===== config.mk =====
export PLATFORM = sky130hd
export DESIGN_NAME = decrement_stream
export DESIGN_NICKNAME = d
export VERILOG_FILES = /design/src/rtl/decrement_stream.sv
export SDC_FILE = /design/constraint.sdc
export NUM_CORES = 1
export LEC_CHECK = 0
export CORE_MARGIN = 3
export CORE_UTILIZATION = 50
export CTS_CLUSTER_DIAMETER = 60
export CTS_CLUSTER_SIZE = 25
export DETAILED_ROUTE_END_ITERATION = 16
export PLACE_DENSITY = 0.78
export SYNTH_ARGS = -nofsm -noshare
export SYNTH_HDL_FRONTEND = slang
export SYNTH_SLANG_ARGS = --single-unit

===== constraint.sdc =====
create_clock -name clk_i -period 3.6 [get_ports clk_i]
set_input_delay 0.9 -clock clk_i [delete_from_list [all_inputs] [get_ports clk_i]]
set_output_delay 0.9 -clock clk_i [all_outputs]
set_load 0.05 [all_outputs]

===== src/rtl/decrement_stream.sv =====
// Countdown stream generator: emits start, start-step, ... and always finishes
// exactly on the latched end value, using a valid/ready handshake per beat.
module decrement_stream #(
  parameter int Bits     = 8,
  parameter int StepBits = 4
) (
  input  logic                clk_i,
  input  logic                rst_i,
  input  logic                start_i,
  input  logic [Bits-1:0]     start_val_i,
  input  logic [Bits-1:0]     end_val_i,
  input  logic [StepBits-1:0] step_i,
  input  logic                abort_i,
  input  logic                ready_i,
  output logic [Bits-1:0]     val_o,
  output logic                valid_o,
  output logic                last_o,
  output logic                busy_o,
  output logic                done_o,
  output logic                err_o
);

  // Wide enough to compare a Bits-wide distance against a StepBits-wide step.
  localparam int CmpBits = (Bits > StepBits) ? Bits : StepBits;

  typedef enum logic [1:0] {
    ST_IDLE,
    ST_RUN,
    ST_DONE
  } state_e;

  state_e              r_state;
  state_e              w_state_nxt;
  logic [Bits-1:0]     r_val;
  logic [Bits-1:0]     r_end;
  logic [StepBits-1:0] r_step;
  logic                r_err;

  logic                w_err_nxt;
  logic                w_load;
  logic                w_start_ok;
  logic                w_valid;
  logic                w_last;
  logic                w_handshake;
  logic                w_advance;
  logic [StepBits-1:0] w_step_eff;
  logic [Bits-1:0]     w_diff;
  logic [CmpBits-1:0]  w_diff_ext;
  logic [CmpBits-1:0]  w_step_ext;
  logic [Bits-1:0]     w_val_nxt;

  assign w_step_eff  = (step_i == '0) ? StepBits'(1) : step_i;
  assign w_start_ok  = (end_val_i <= start_val_i);
  assign w_valid     = (r_state == ST_RUN);
  assign w_last      = w_valid && (r_val == r_end);
  assign w_handshake = w_valid && ready_i;

  // r_val >= r_end always holds in RUN, so this distance never wraps; when the
  // step would overshoot the end, the next beat clamps onto the end instead.
  assign w_diff     = r_val - r_end;
  assign w_diff_ext = CmpBits'(w_diff);
  assign w_step_ext = CmpBits'(r_step);
  assign w_val_nxt  = (w_diff_ext <= w_step_ext) ? r_end : (r_val - Bits'(r_step));

  // Abort dominates: a beat accepted alongside abort counts as sent, but the
  // value is not advanced because the countdown is being discarded.
  assign w_advance = w_handshake && !abort_i && !w_last;

  // NOTE: every signal driven here gets a default first so no latch is inferred.
  always_comb begin
    w_state_nxt = r_state;
    w_err_nxt   = 1'b0;
    w_load      = 1'b0;
    case (r_state)
      ST_IDLE: begin
        if (start_i) begin
          if (w_start_ok) begin
            w_load      = 1'b1;
            w_state_nxt = ST_RUN;
          end else begin
            w_err_nxt = 1'b1;
          end
        end
      end
      ST_RUN: begin
        if (abort_i) begin
          w_state_nxt = ST_IDLE;
        end else if (w_handshake && w_last) begin
          w_state_nxt = ST_DONE;
        end
      end
      ST_DONE: w_state_nxt = ST_IDLE;
      default: w_state_nxt = ST_IDLE;
    endcase
  end

  // NOTE: state registers use non-blocking assignments so all flops update
  // together from the values seen before the edge.
  always_ff @(posedge clk_i) begin
    if (rst_i) begin
      r_state <= ST_IDLE;
      r_val   <= '0;
      r_end   <= '0;
      r_step  <= '0;
      r_err   <= 1'b0;
    end else begin
      r_state <= w_state_nxt;
      r_err   <= w_err_nxt;
      if (w_load) begin
        r_val  <= start_val_i;
        r_end  <= end_val_i;
        r_step <= w_step_eff;
      end else if (w_advance) begin
        r_val <= w_val_nxt;
      end
    end
  end

  assign val_o   = r_val;
  assign valid_o = w_valid;
  assign last_o  = w_last;
  assign busy_o  = (r_state != ST_IDLE);
  assign done_o  = (r_state == ST_DONE);
  assign err_o   = r_err;

endmodule


==> results.yml <==
outcome:
  outcome: "complete, no violations"
cells_and_area:
  final_cell_mix: "37 x nor2_1, 37 x clkdlybuf4s50_1, 24 x inv_1, 24 x ha_1, 23 x dfxtp_1"
  antenna_cells: 0
  fin_area_um2: 2400
  post-route-util_pct: 65.1
  drive_gt1_share_pct: 6.02
  syn_to_final_growth_pct: 23.8
  final_nets: 318
  fillCellCount: 328
worst_hold_path:
  hold_path_class: "flip-flop to flip-flop"
  hold_path_end: "r_step[2]"
  hold_start: "r_step[2]"
  min_path_cells: 2
logic_synthesis:
  synth_area_um2: 1940
  synth_simple_gate_area_share_pct: 21.6
  synth_xor_area_share_pct: 6.19
  async_flop_share_pct: 0
  synth-edff-count: 0
  synth.area.mux_share_pct: 5.68
  ys_ff_latch: 23
  synth_ff_type: "dfxtp_1"
  synth_compound_area_share_pct: 19.1
  ys_types: 47
  synth_fp_nets: 280
  synth_seq_area_share_pct: 23.7
  syn_area_per_cell_um2: 8.47
  synth_warnings: 0
  synth_top_family_by_area: "simple AND/OR/NAND/NOR gates"
  synth_fa_ha_area_share_pct: 17.5
  syn-instance-count: 229
place:
  routabilityCongestion: 0.827
  placed_area_um2: 2360
  place.detailed.hpwl_mm: 3.75
  portBuffers: 37
critical_path:
  path_class: "flip-flop to output pin"
  end_kind: "output pin"
  startpoint_type: "flip-flop"
  r2r-start: "val_o[0]"
  worst_r2r_endpoint: "val_o[1]"
  reg2reg_slack_ns: 0.62
  worstPathCellList: "inv_1 -> ha_1 -> nand3_1 -> nor4_4 -> clkdlybuf4s50_1"
  worstPathRequired_ns: 2.70
  critPathMaxFanout: 5
  slowest_delay_ns: 0.88
  r2r_cells: 11
  worstPathArrival_ns: 2.51
  slowest_stage: "clkdlybuf4s50_1"
global_route:
  grt_max_degree: 24
  grt_pass1_vias: 1656
  grt.met1_usage_pct: 30.3
  grt_use_total_pct: 21.5
  met3_usage_pct: 2.79
  antenna_found_initial: 0
  grt_busiest_layer: "met2"
  grt_pass1_wl_mm: 7.58
  grt_remaining_overflow: 0
  gr-usage-met2_pct: 32.3
die:
  core-area_um2: 3690
  fp.dieArea_um2: 4660
  die_w_um: 68.3
  die_y_um: 68.3
  start_util_pct: 52.6
  ios: 38
  row_count: 22
sta:
  period_share_pct: 94.6
  slew_violations: 0
  clock_skew_ns: 0.00260
  fmax_ghz: 0.294
  tightest_slew_ns: 0.844
  tns_ns: 0
  fin_crit_ns: 3.41
  finalHoldViolCount: 0
  setup_viol_count_final: 0
  rsz0062_at_grt: "no"
  maxSlewHeadroom_pct: 43.6
clocking:
  ctsResizeCount: 0
  cts.hold.buffers_added: 0
  cts_tree: "yes"
  cts_buffers: 3
  clock_latency_ns: 0.27
  clockRootBuffer: "clkbuf_8"
  ctsHtreeMaxLevel: 1
  clock_path_buffers: 2
  clock-sinks: 23
  cts_setup_buffers: 0
  clk_pin_slew_ns: 0.08
pwr:
  p_clk_share_pct: 16.8
  p_total_uw: 993
  p_sw_uw: 413
  seqPwrFrac_pct: 30.3
  internal_power_uw: 580
  power_density_nw_per_um2: 414
  vdd_ir_drop_max_mv: 0.198
  p_leak_nw: 1.01
  combinationalPowerShare_pct: 52.9
  swShare_pct: 41.6
routing:
  totalWireLength_mm: 4.56
  drt_iter0_drc: 90
  vias: 1730
  drc: 0
  ant_nets: 0
  routed_via_density: 5.51
  drtPass1Iterations: 4
  routedWlPerCell_um: 14.5
run:
  max_cap_violations: 0
==> routing by layer <==
metal	up-vias	part of all wire [%]
met3	9	3.6
met4	0	1.9
met5	-	0
met1	790	49
met2	39	45
li1	892	-
==> cell type report <==
| type | instances | area [µm²] | share of cell area (%) |
|---|---|---|---|
| Tap cell | 48 | 60.1 | 2.50 |
| Multi-Input combinational cell | 176 | 1360 | 56.6 |
| Clock buffer | 4 | 45.0 | 1.88 |
| Inverter | 24 | 90.1 | 3.75 |
| Timing Repair Buffer | 39 | 385 | 16.1 |
| Sequential cell | 23 | 460 | 19.2 |
==> power groups by stage <==
stage	sequential [mW]	clock (mW)	combinational, mW
6_report	0.301	0.167	0.526
5_1_grt	0.304	0.176	0.581
4_1_cts	0.301	0.167	0.525
3_5_place_dp	0.307	0	0.519
3_3_place_gp	0.306	0	0.510
2_1_floorplan	0.337	0	0.352
==> critical path: cells and delay by family (launching register included) <==
kind	cells	cell delay (ns)
adders and majority gates	1	0.37
buffers and inverters	2	0.94
DFF	1	0.35
and+or+nand+nor	2	0.58
==> per-stage QoR <==
step                setup slack, ns  hold slack (ns)  instances
floorplan                     0.609            0.463        229
global placement              0.411            0.477        310
detailed placement            0.381            0.504        310
CTS                           0.171            0.523        314
global route                 0.0579            0.550        314
finish                        0.194            0.521        314
==> sequential cells by signal, indices dropped and copies added (netlist names) <==
name	flops
r_end	8
err_o	1
val_o	8
r_step	4
r_state	2
==> Yosys cell counts (5+ instances only) <==
cell type | count | share of area [%]
nor2_1 | 37 | 7.2
ha_1 | 24 | 15
inv_1 | 24 | 4.6
dfxtp_1 | 23 | 24
mux2i_1 | 11 | 5.7
nand2_1 | 10 | 1.9
xnor2_1 | 10 | 4.5
a21oi_1 | 8 | 2.1
nand4_1 | 7 | 2.3
o21ai_0 | 6 | 1.5
a211oi_1 | 5 | 1.9
==> how the worst max path moves through the flow <==
stage / start / depth (start not counted) / slack, ns / to
after floorplan: val_o[0] / 11 / 0.61 / val_o[1]
after global placement: start_val_i[3] / 9 / 0.41 / val_o[1]
after detailed placement: start_val_i[2] / 9 / 0.38 / val_o[1]
after CTS: r_end[2] / 5 / 0.17 / last_o
after global routing: r_end[2] / 5 / 0.06 / last_o
final: r_end[2] / 5 / 0.19 / last_o
==> kinds of logic (layout without fill, tap and decap cells) <==
family | count (synthesis) | in the layout
AOI/OAI and AO/OA | 47 | 47
xor gates and xnor gates | 12 | 12
adders and majority gates | 26 | 26
buffers and inverters | 30 | 67
DFF | 23 | 23
muxes | 11 | 11
and+or+nand+nor | 80 | 80
No activity file was read; power rests on OpenSTA's default activity.
